[config.mk]
export PLATFORM = sky130hd
export DESIGN_NAME = pe_psum_drain
export DESIGN_NICKNAME = d
export VERILOG_FILES = /design/src/rtl/pe_psum_drain.sv
export SDC_FILE = /design/constraint.sdc
export NUM_CORES = 1
export LEC_CHECK = 0
export ABC_AREA = 1
export BUFFER_PORTS_ARGS = -buffer_cell sky130_fd_sc_hd__buf_2
export CAP_MARGIN = 20
export CORE_ASPECT_RATIO = 0.8
export CORE_UTILIZATION = 55
export CTS_CLUSTER_DIAMETER = 50
export DETAILED_ROUTE_END_ITERATION = 6
export PLACE_DENSITY = 0.82
export SKIP_LAST_GASP = 1
export SYNTH_ARGS = -nofsm -noshare
export SYNTH_HDL_FRONTEND = slang
export SYNTH_SLANG_ARGS = --single-unit
[constraint.sdc]
create_clock -name clk -period 5 [get_ports clk]
set_clock_uncertainty 0.15 [all_clocks]
set_input_delay 0.5 -clock clk [delete_from_list [all_inputs] [get_ports clk]]
set_output_delay 0.5 -clock clk [all_outputs]
set_load 0.005 [all_outputs]
[src/rtl/pe_psum_drain.sv]
// ---------------------------------------------------------------------------
// pe_psum_drain
//
// Purpose:
//   Read-out engine for a PE's double-buffered psum register file. After a
//   bank swap, the PE-array controller pulses `start`. This block then walks
//   the bank the MAC is not using from address 0 upward. It captures the
//   bank's registered read data one cycle after each address and streams the
//   entries over a valid/ready interface toward the spatial-unrolling adder.
//
// Ports:
//   clk                 - single clock, rising edge
//   reset               - synchronous, active-low reset
//   start               - one-cycle drain request
//   psum_en             - MAC bank select, latched at accepted start
//                         (1 -> drain psum_out2, 0 -> drain psum_out1)
//   drain_len           - entry count, latched and clamped to PSUM_DEPTH
//   addr_from_su_adder  - psum RF read address
//   psum_out1/psum_out2 - RF bank outputs, valid one cycle after the address
//   out_data/out_valid/out_ready/out_last - streamed psum beats
//   busy                - drain in progress (state not IDLE)
//   done                - one-cycle pulse after the final handshake
//   err                 - sticky: start arrived while busy
// ---------------------------------------------------------------------------
module pe_psum_drain #(
  parameter int OUT_BITWIDTH       = 16,
  parameter int PSUM_ADDR_BITWIDTH = 2,
  parameter int PSUM_DEPTH         = 4
) (
  input  logic                          clk,
  input  logic                          reset,
  input  logic                          start,
  input  logic                          psum_en,
  input  logic [PSUM_ADDR_BITWIDTH:0]   drain_len,
  output logic [PSUM_ADDR_BITWIDTH-1:0] addr_from_su_adder,
  input  logic [OUT_BITWIDTH-1:0]       psum_out1,
  input  logic [OUT_BITWIDTH-1:0]       psum_out2,
  output logic [OUT_BITWIDTH-1:0]       out_data,
  output logic                          out_valid,
  input  logic                          out_ready,
  output logic                          out_last,
  output logic                          busy,
  output logic                          done,
  output logic                          err
);

  localparam int AW = PSUM_ADDR_BITWIDTH;
  localparam logic [AW:0] DEPTH_L = PSUM_DEPTH[AW:0];

  typedef enum logic [1:0] {
    IDLE  = 2'd0,
    READ  = 2'd1,
    FLUSH = 2'd2,
    DONE  = 2'd3
  } state_t;

  state_t          state_q, state_d;
  logic            bank_q, bank_d;
  logic [AW:0]     len_q, len_d;
  logic [AW:0]     issueCnt_q, issueCnt_d;
  logic [AW:0]     beatCnt_q, beatCnt_d;
  logic [AW-1:0]   lastAddr_q, lastAddr_d;
  logic            pending_q, pending_d;
  logic            err_q, err_d;
  logic [1:0]      count_q, count_d;

  logic [OUT_BITWIDTH-1:0] fifoMem_q [2];
  logic                    wrPtr_q;
  logic                    rdPtr_q;

  logic            pop;
  logic            push;
  logic            issue;
  logic [AW:0]     clampedLen;
  logic [OUT_BITWIDTH-1:0] captureData;

  // The clamp keeps the address walk inside the RF, so the address never wraps.
  assign clampedLen  = (drain_len > DEPTH_L) ? DEPTH_L : drain_len;
  assign captureData = bank_q ? psum_out2 : psum_out1;

  assign pop  = out_valid & out_ready;
  assign push = pending_q;

  // Credit check: buffered entries plus the read in flight must still fit in the
  // two-entry FIFO, counting a beat leaving this cycle as freed space. Counting
  // the pop lets the stream sustain one beat per cycle with out_ready held high.
  assign issue = (state_q == READ) &&
                 (({1'b0, count_q} + {2'b00, pending_q}) < (3'd2 + {2'b00, pop}));

  // The address is shown combinationally while issuing. Otherwise the last
  // issued address is held.
  assign addr_from_su_adder = issue ? issueCnt_q[AW-1:0] : lastAddr_q;
  assign out_valid          = (count_q != 2'd0);
  assign out_data           = fifoMem_q[rdPtr_q];
  assign out_last           = out_valid && (beatCnt_q == (len_q - 1'b1));
  assign busy               = (state_q != IDLE);
  assign done               = (state_q == DONE);
  assign err                = err_q;

  // Next-state logic for the drain FSM and its counters.
  // Every register holds its value unless a case below updates it.
  always_comb begin
    state_d    = state_q;
    bank_d     = bank_q;
    len_d      = len_q;
    issueCnt_d = issueCnt_q;
    beatCnt_d  = beatCnt_q;
    lastAddr_d = lastAddr_q;
    pending_d  = issue;
    err_d      = err_q;
    count_d    = count_q + {1'b0, push} - {1'b0, pop};

    if (issue) begin
      issueCnt_d = issueCnt_q + 1'b1;
      lastAddr_d = issueCnt_q[AW-1:0];
    end
    if (pop) begin
      beatCnt_d = beatCnt_q + 1'b1;
    end
    if (start && (state_q != IDLE)) begin
      err_d = 1'b1;
    end

    case (state_q)
      IDLE: begin
        if (start) begin
          bank_d     = psum_en;
          len_d      = clampedLen;
          issueCnt_d = '0;
          beatCnt_d  = '0;
          state_d    = (clampedLen == '0) ? DONE : READ;
        end
      end
      READ: begin
        if (issue && ((issueCnt_q + 1'b1) == len_q)) begin
          state_d = FLUSH;
        end
      end
      FLUSH: begin
        // Leave FLUSH in the cycle that drains the final buffered beat, so done
        // follows the last handshake directly.
        if (!pending_q && ((count_q == 2'd0) || ((count_q == 2'd1) && pop))) begin
          state_d = DONE;
        end
      end
      DONE: begin
        state_d = IDLE;
      end
      default: begin
        state_d = IDLE;
      end
    endcase
  end

  // State and counter registers.
  // Reset clears everything, which aborts any drain in progress.
  always_ff @(posedge clk) begin
    if (!reset) begin
      state_q    <= IDLE;
      bank_q     <= 1'b0;
      len_q      <= '0;
      issueCnt_q <= '0;
      beatCnt_q  <= '0;
      lastAddr_q <= '0;
      pending_q  <= 1'b0;
      err_q      <= 1'b0;
      count_q    <= 2'd0;
    end else begin
      state_q    <= state_d;
      bank_q     <= bank_d;
      len_q      <= len_d;
      issueCnt_q <= issueCnt_d;
      beatCnt_q  <= beatCnt_d;
      lastAddr_q <= lastAddr_d;
      pending_q  <= pending_d;
      err_q      <= err_d;
      count_q    <= count_d;
    end
  end

  // Two-entry capture FIFO. The read data is written the cycle after its
  // address was issued. Unsent beats are discarded on reset.
  always_ff @(posedge clk) begin
    if (!reset) begin
      for (int i = 0; i < 2; i++) begin
        fifoMem_q[i] <= '0;
      end
      wrPtr_q <= 1'b0;
      rdPtr_q <= 1'b0;
    end else begin
      if (push) begin
        fifoMem_q[wrPtr_q] <= captureData;
        wrPtr_q            <= ~wrPtr_q;
      end
      if (pop) begin
        rdPtr_q <= ~rdPtr_q;
      end
    end
  end

endmodule

==> results of run 1 <==
==> Yosys cell counts, drive strengths merged <==
cell type / n / area, µm²
or2: 1 / 6.260
xor2: 4 / 35.03
ha: 11 / 137.6
clkbuf: 3 / 11.26
mux2: 16 / 180.2
nor4: 1 / 6.260
mux2i: 16 / 160.2
inv: 24 / 92.60
nor2: 57 / 221.5
nand3: 9 / 57.56
o211ai: 1 / 7.510
o21ai: 10 / 50.04
dfxtp: 21 / 420.4
nand2: 25 / 106.4
a211oi: 2 / 20.02
xnor2: 2 / 17.52
a31oi: 1 / 6.260
buf: 4 / 22.52
a22oi: 1 / 7.510
edfxtp: 32 / 960.9
a21oi: 10 / 65.07
==> flip-flops by register name, summed over array words and instances, names as in the netlist, named ones only <==
register,flops
rdPtr_q,1
bank_q,1
beatCnt_q,3
pending_q,1
wrPtr_q,1
issueCnt_q,3
lastAddr_q,2
state_q,2
count_q,2
fifoMem_q,32
err,1
len_q,3
==> cells by family after synthesis <==
| kind of cell | after synthesis |
|---|---|
| buffers and inverters | 31 |
| adder cells (fa/ha/maj) | 11 |
| multiplexers | 32 |
| XOR/XNOR | 6 |
| flip-flops | 53 |
| AND/OR/NAND/NOR | 93 |
| AO/OA/AOI/OAI | 25 |
==> per-stage QoR <==
stage               instances  hold slack [ns]  cell area [µm²]    util
floorplan                 251           0.2755             2592       -
global placement          363           0.2841             2940  0.6741
detailed placement        363           0.2974             2940  0.6741
CTS                       371           0.2959             3055  0.7005
global route              371           0.2961             3055  0.7005
finish                    371           0.3004             3055  0.7005
==> how the worst min path moves through the flow <==
stage               slack (ns)   endpoint    startpoint  depth (start not counted)
floorplan                 0.28  flip-flop       rdPtr_q                          1
global placement          0.28    rdPtr_q       rdPtr_q                          1
detailed placement        0.30  flip-flop       rdPtr_q                          1
CTS                       0.30   len_q[0]  drain_len[0]                          3
global route              0.30   len_q[1]  drain_len[1]                          3
finish                    0.30   len_q[1]  drain_len[1]                          3
==> layer usage <==
layer | wire length (µm) | vias to the layer above
met4 | 58 | 0
met2 | 2468 | 79
met1 | 2373 | 912
met5 | 0 | -
met3 | 344 | 5
li1 | - | 967
==> report_power, final <==
part / switching (mW) / internal, mW / total [mW]
sequential: 0.0743 / 0.538 / 0.613
combinational: 0.263 / 0.221 / 0.484
clock: 0.144 / 0.150 / 0.294
total: 0.481 / 0.909 / 1.39
==> critical path: cells and delay by family (launching register included) <==
family                     cells  cell delay [ns]
buffers and inverters          3             0.27
AOI/OAI and AO/OA              2             0.44
adders and majority gates      2             0.52
DFF                            1             0.35
==> area by class of cell <==
cell class,count,area (µm²)
clock buffers,5,68.82
clock inverters,3,46.29
fillers,336,1306
inverters,24,92.59
multi-input cells,167,1085
flip-flops and latches,53,1381
well taps,57,71.32
repair buffers,62,310.3
==> impl_metrics.ini, run 1 <==
[final_layout]
area_growth_pct = 17.86
share_of_final_layout_standard_cells_stronger_than_drive_strength_1 = 0.3121
fin_nets = 364
final_common_cell = buf_2
num_antenna_cells = 0
leading_cell_types_in_the_layout_fill_and_taps_excluded = 62 x buf_2, 56 x nor2_1, 32 x edfxtp_1, 22 x nand2_1

[worst_setup_path]
worst-r2r-setup-slack_ns = 2.79
critical_path_class = reg2out
timing.critical_path.cells = ha_1 > ha_1 > a21oi_4 > inv_4 > o21ai_1 > inv_1 > buf_2
slowest_delay_ns = 0.35
crit_end = addr_from_su_adder[1]
cp_max_fo = 7
r2r-end = fifoMem_q[1][10]
worst_setup_path_start_kind = flip-flop
worst_r2r_path_depth = 2
timing.critical_path.from = pending_q
critPathRequiredTime_ns = 4.35
r2r_start = pending_q
crit_path_top_delay_cell = dfxtp_1
cp-end-kind = output pin
cp_data_arrival_time_ns = 1.89
cp_common_cell = ha_1

[timing]
finalSetupViolCount = 0
period_share = 0.5083
slew_headroom = 0.3157
final-max-slew-violation-count = 0
setup-tns-final_ns = 0
grt_setup_unrepaired = no
fmaxAchievable_mhz = 393.5
finalCriticalPeriod_ns = 2.541
max_slew.worst_pin.slew_ns = 1.025
fin_ws_ns = 2.459
timing_hold_violations_final = 0

[run]
max_cap_violations = 0

[die]
row_count = 21
core_area_mm2 = 0.004362
die_height_um = 63.41
floorplan.initialDensity = 0.5944
dieArea_mm2 = 0.004994
floorplan.io_pins = 63
die_w_um = 78.76

[place]
gp_routability_congestion = 0.7974
place.detailed.hpwl_mm = 3.831
worst_case_setup_slack_after_placement_ns = 2.493
portBuffers = 62

[routing]
viasPerCell = 5.291
route.final.wire_length_mm = 5.245
drcViolationCount = 0
drtIter0Drc = 157
drt_pass1_iterations = 4
postRouteAntennaNets = 0
post_drt_wl_per_cell_um = 14.14
dr_total_vias = 1963

[yosys]
sequential_to_total_area_share_from_yosys_stat = 0.5328
muxShareOfSynthArea = 0.1313
synth_compound_gate_area_share = 0.06033
synth_fa_ha_area_frac = 0.05309
synthCells = 251
synth_top_family_by_area = simple AND/OR/NAND/NOR gates
synth.yosys.warnings = 0
post_synth_num_cell_types = 32
postSynthNetCount = 302
synth_simple_gate_area_frac = 0.1535
syn-cell-area_mm2 = 0.002592
post_synthesis_xor_xnor_area_fraction = 0.02027
post_synth.cell_area_avg_um2 = 10.33
ys_ff_latch = 53

[power_and_ir_drop]
power.ir.vdd_worst_mv = 0.3079
power.density_cell_area_mw_per_mm2 = 455.2
design_power_total_mw = 1.391
power_leakage_nw = 1.359

[global_routing]
grt_usage = 0.2301
overflow = 0
global_route_wire_length_before_repair_mm = 8.562
initial_antenna_violation_count = 0
grt_use_met3 = 0.03623
gr-max-usage-layer = met2
grt_pass1_vias = 1807
grtUsageMet1 = 0.3191
grt_max_degree = 19
met2_usage = 0.3717

[cts]
tritoncts.num_buffers = 5
htreeDepth = 2
clock_tree_from_tritoncts = built
cts.repair_timing.setup_buffer_count = 0
total_number_of_clock_tree_sinks = 53
holdBufCountCts = 0
cts_buffer_depth = 2
clk_root_buffer_cell = clkbuf_8
cts_repair_resize_count = 0
worst_skew_pair.late_latency_ns = 0.31
clk_pin_slew_worst_paths_ns = 0.10

[outcome]
run_status = complete, no violations

[hold_path]
worstHoldPathType = in2reg
Note: power is estimated with default switching activity, not from simulation.
==> inputs of run 2 (changes only) <==
--- a/config.mk
+++ b/config.mk
@@ -9,10 +9,10 @@
 export BUFFER_PORTS_ARGS = -buffer_cell sky130_fd_sc_hd__buf_2
 export CAP_MARGIN = 20
 export CORE_ASPECT_RATIO = 0.8
-export CORE_UTILIZATION = 55
+export CORE_UTILIZATION = 53
 export CTS_CLUSTER_DIAMETER = 50
 export DETAILED_ROUTE_END_ITERATION = 6
-export PLACE_DENSITY = 0.82
+export PLACE_DENSITY = 0.79
 export SKIP_LAST_GASP = 1
 export SYNTH_ARGS = -nofsm -noshare
 export SYNTH_HDL_FRONTEND = slang
==> constraint.sdc (replaced) <==
create_clock -name clk -period 2.4 [get_ports clk]
set_clock_uncertainty 0.15 [all_clocks]
set_input_delay 0.24 -clock clk [delete_from_list [all_inputs] [get_ports clk]]
set_output_delay 0.24 -clock clk [all_outputs]
set_load 0.005 [all_outputs]
==> impl_metrics.ini, run 2 (synthesis results as in run 1) <==
[outcome]
run_status = complete, no violations

[timing]
period_share = 0.9426
finalCriticalPeriod_ns = 2.262
grt_setup_unrepaired = no
timing.hold.ws_ns = 0.04597
fmaxAchievable_mhz = 442.0
slew_headroom = 0.5282
finalSetupViolCount = 0
timing_hold_violations_final = 0
final-max-slew-violation-count = 0
setup-tns-final_ns = 0
max_slew.worst_pin.slew_ns = 0.7061

[final_layout]
largest_reg_flops = 32
final_common_cell = buf_2
leading_cell_types_in_the_layout_fill_and_taps_excluded = 62 x buf_2, 56 x nor2_1, 32 x edfxtp_1, 22 x nand2_1
share_of_final_layout_standard_cells_stronger_than_drive_strength_1 = 0.3219
num_antenna_cells = 0
max_flop_register = fifoMem_q
area_growth_pct = 18.63
fin_nets = 370

[worst_setup_path]
worst_setup_path_start_kind = flip-flop
worst-r2r-setup-slack_ns = 0.55
crit_end = addr_from_su_adder[1]
cp_common_cell = ha_1
crit_path_top_delay_cell = dfxtp_1
critPathRequiredTime_ns = 2.01
critPathTopFamily = adder cells
slowest_delay_ns = 0.35
timing.critical_path.from = pending_q
critical_path_cell_count = 7
cp_data_arrival_time_ns = 1.87
cp_max_fo = 7
critical_path_buf_inv_count = 3
critical_path_class = reg2out
timing.critical_path.cells = ha_1 > ha_1 > a21oi_4 > inv_4 > o21ai_1 > inv_1 > buf_2
worst_r2r_path_depth = 10
cp-end-kind = output pin
r2r_start = count_q[0]
r2r-end = count_q[1]

[global_routing]
global_route_wire_length_before_repair_mm = 7.983
grt_usage = 0.2087
overflow = 0
grt_pass1_vias = 1783
grt_max_degree = 18
initial_antenna_violation_count = 0

[routing]
viasPerCell = 5.032
drcViolationCount = 0
drt_pass1_iterations = 4
dr_total_vias = 1912
drtIter0Drc = 91
post_drt_wl_per_cell_um = 12.71
postRouteAntennaNets = 0
route.final.wire_length_mm = 4.830

[power_and_ir_drop]
internal_power_mw = 1.796
share_clk_of_total_power = 0.177
power.ir.vdd_worst_mv = 0.7618
switching_share = 0.3523
share_seq_of_total_power = 0.439
share_comb_of_total_power = 0.384
p_sw_mw = 0.9766
power_leakage_nw = 1.380
power.density_cell_area_mw_per_mm2 = 901.4

[die]
dieArea_mm2 = 0.005177
row_count = 22
die_w_um = 80.20
floorplan.initialDensity = 0.5573
core_area_mm2 = 0.004652
floorplan.io_pins = 63
die_height_um = 64.56

[cts]
worst_skew_pair.late_latency_ns = 0.31
clock_tree_from_tritoncts = built
htreeDepth = 2
cts_buffer_depth = 2
clk_root_buffer_cell = clkbuf_8
cts_repair_resize_count = 0
clk_pin_slew_worst_paths_ns = 0.09
total_number_of_clock_tree_sinks = 53
tritoncts.num_buffers = 5
cts.repair_timing.setup_buffer_count = 0
holdBufCountCts = 0

[run]
max_cap_violations = 0

[place]
gp_routability_congestion = 0.8490
portBuffers = 62
place.detailed.hpwl_mm = 3.556

[hold_path]
worstHoldPathType = in2reg
==> run 2: cell count changes in the layout (fill, tap and decap cells not counted) <==
cell	delta
bufinv_16	-1
buf_4	+6
clkinv_1	+1
clkinvlp_4	-1
clkinv_2	+1
==> run 2: metal layers <==
metal / GRT usage / vias up / share of wire
li1: - / 980 / -
met1: 0.2757 / 862 / 0.47
met2: 0.3387 / 64 / 0.46
met3: 0.05211 / 6 / 0.056
met4: 0.06473 / 0 / 0.013
met5: 0 / - / 0
==> run 2: layout make-up <==
type / count / area [µm²]
Inverter: 24 / 92.59
Timing Repair Buffer: 68 / 355.3
Tap cell: 60 / 75.07
Clock buffer: 5 / 68.82
Fill cell: 376 / 1577
Clock inverter: 3 / 17.52
Multi-Input combinational cell: 167 / 1085
Sequential cell: 53 / 1381
==> run 2: how the worst min path moves through the flow <==
stage                endpoint  slack, ns  depth (start not counted)         start
detailed placement  flip-flop       0.29                          1       rdPtr_q
floorplan            len_q[0]       0.23                          2  drain_len[0]
global route         len_q[1]       0.06                          3  drain_len[1]
finish               len_q[1]       0.05                          3  drain_len[1]
global placement      rdPtr_q       0.29                          1       rdPtr_q
CTS                  len_q[1]       0.05                          3  drain_len[1]
==> run 2: power groups by stage <==
stage,Clock (mW),Sequential (mW),Combinational (mW)
after floorplan,0,1.21,0.777
after global placement,0,1.23,1.04
after detailed placement,0,1.24,1.06
after CTS,0.494,1.22,1.07
after global routing,0.533,1.24,1.20
final,0.491,1.22,1.07
==> run 2: stage by stage <==
step | util | cells | instance area [µm²] | power [mW] | setup WS [ns]
final | 0.6611 | 380 | 3075 | 2.772 | 0.1377
after global routing | 0.6611 | 380 | 3075 | 2.967 | 0.01082
after CTS | 0.6611 | 380 | 3075 | 2.784 | 0.1120
after detailed placement | 0.6426 | 372 | 2989 | 2.300 | 0.4621
after global placement | 0.6426 | 372 | 2989 | 2.271 | 0.5118
after floorplan | - | 251 | 2592 | 1.985 | 0.6185
==> run 2: tightest hold or removal path: cells and delay by family <==
kind / cells / cell delay (ns)
buf+inv: 1 / 0.09
simple gates: 1 / 0.07
compound gates: 1 / 0.07
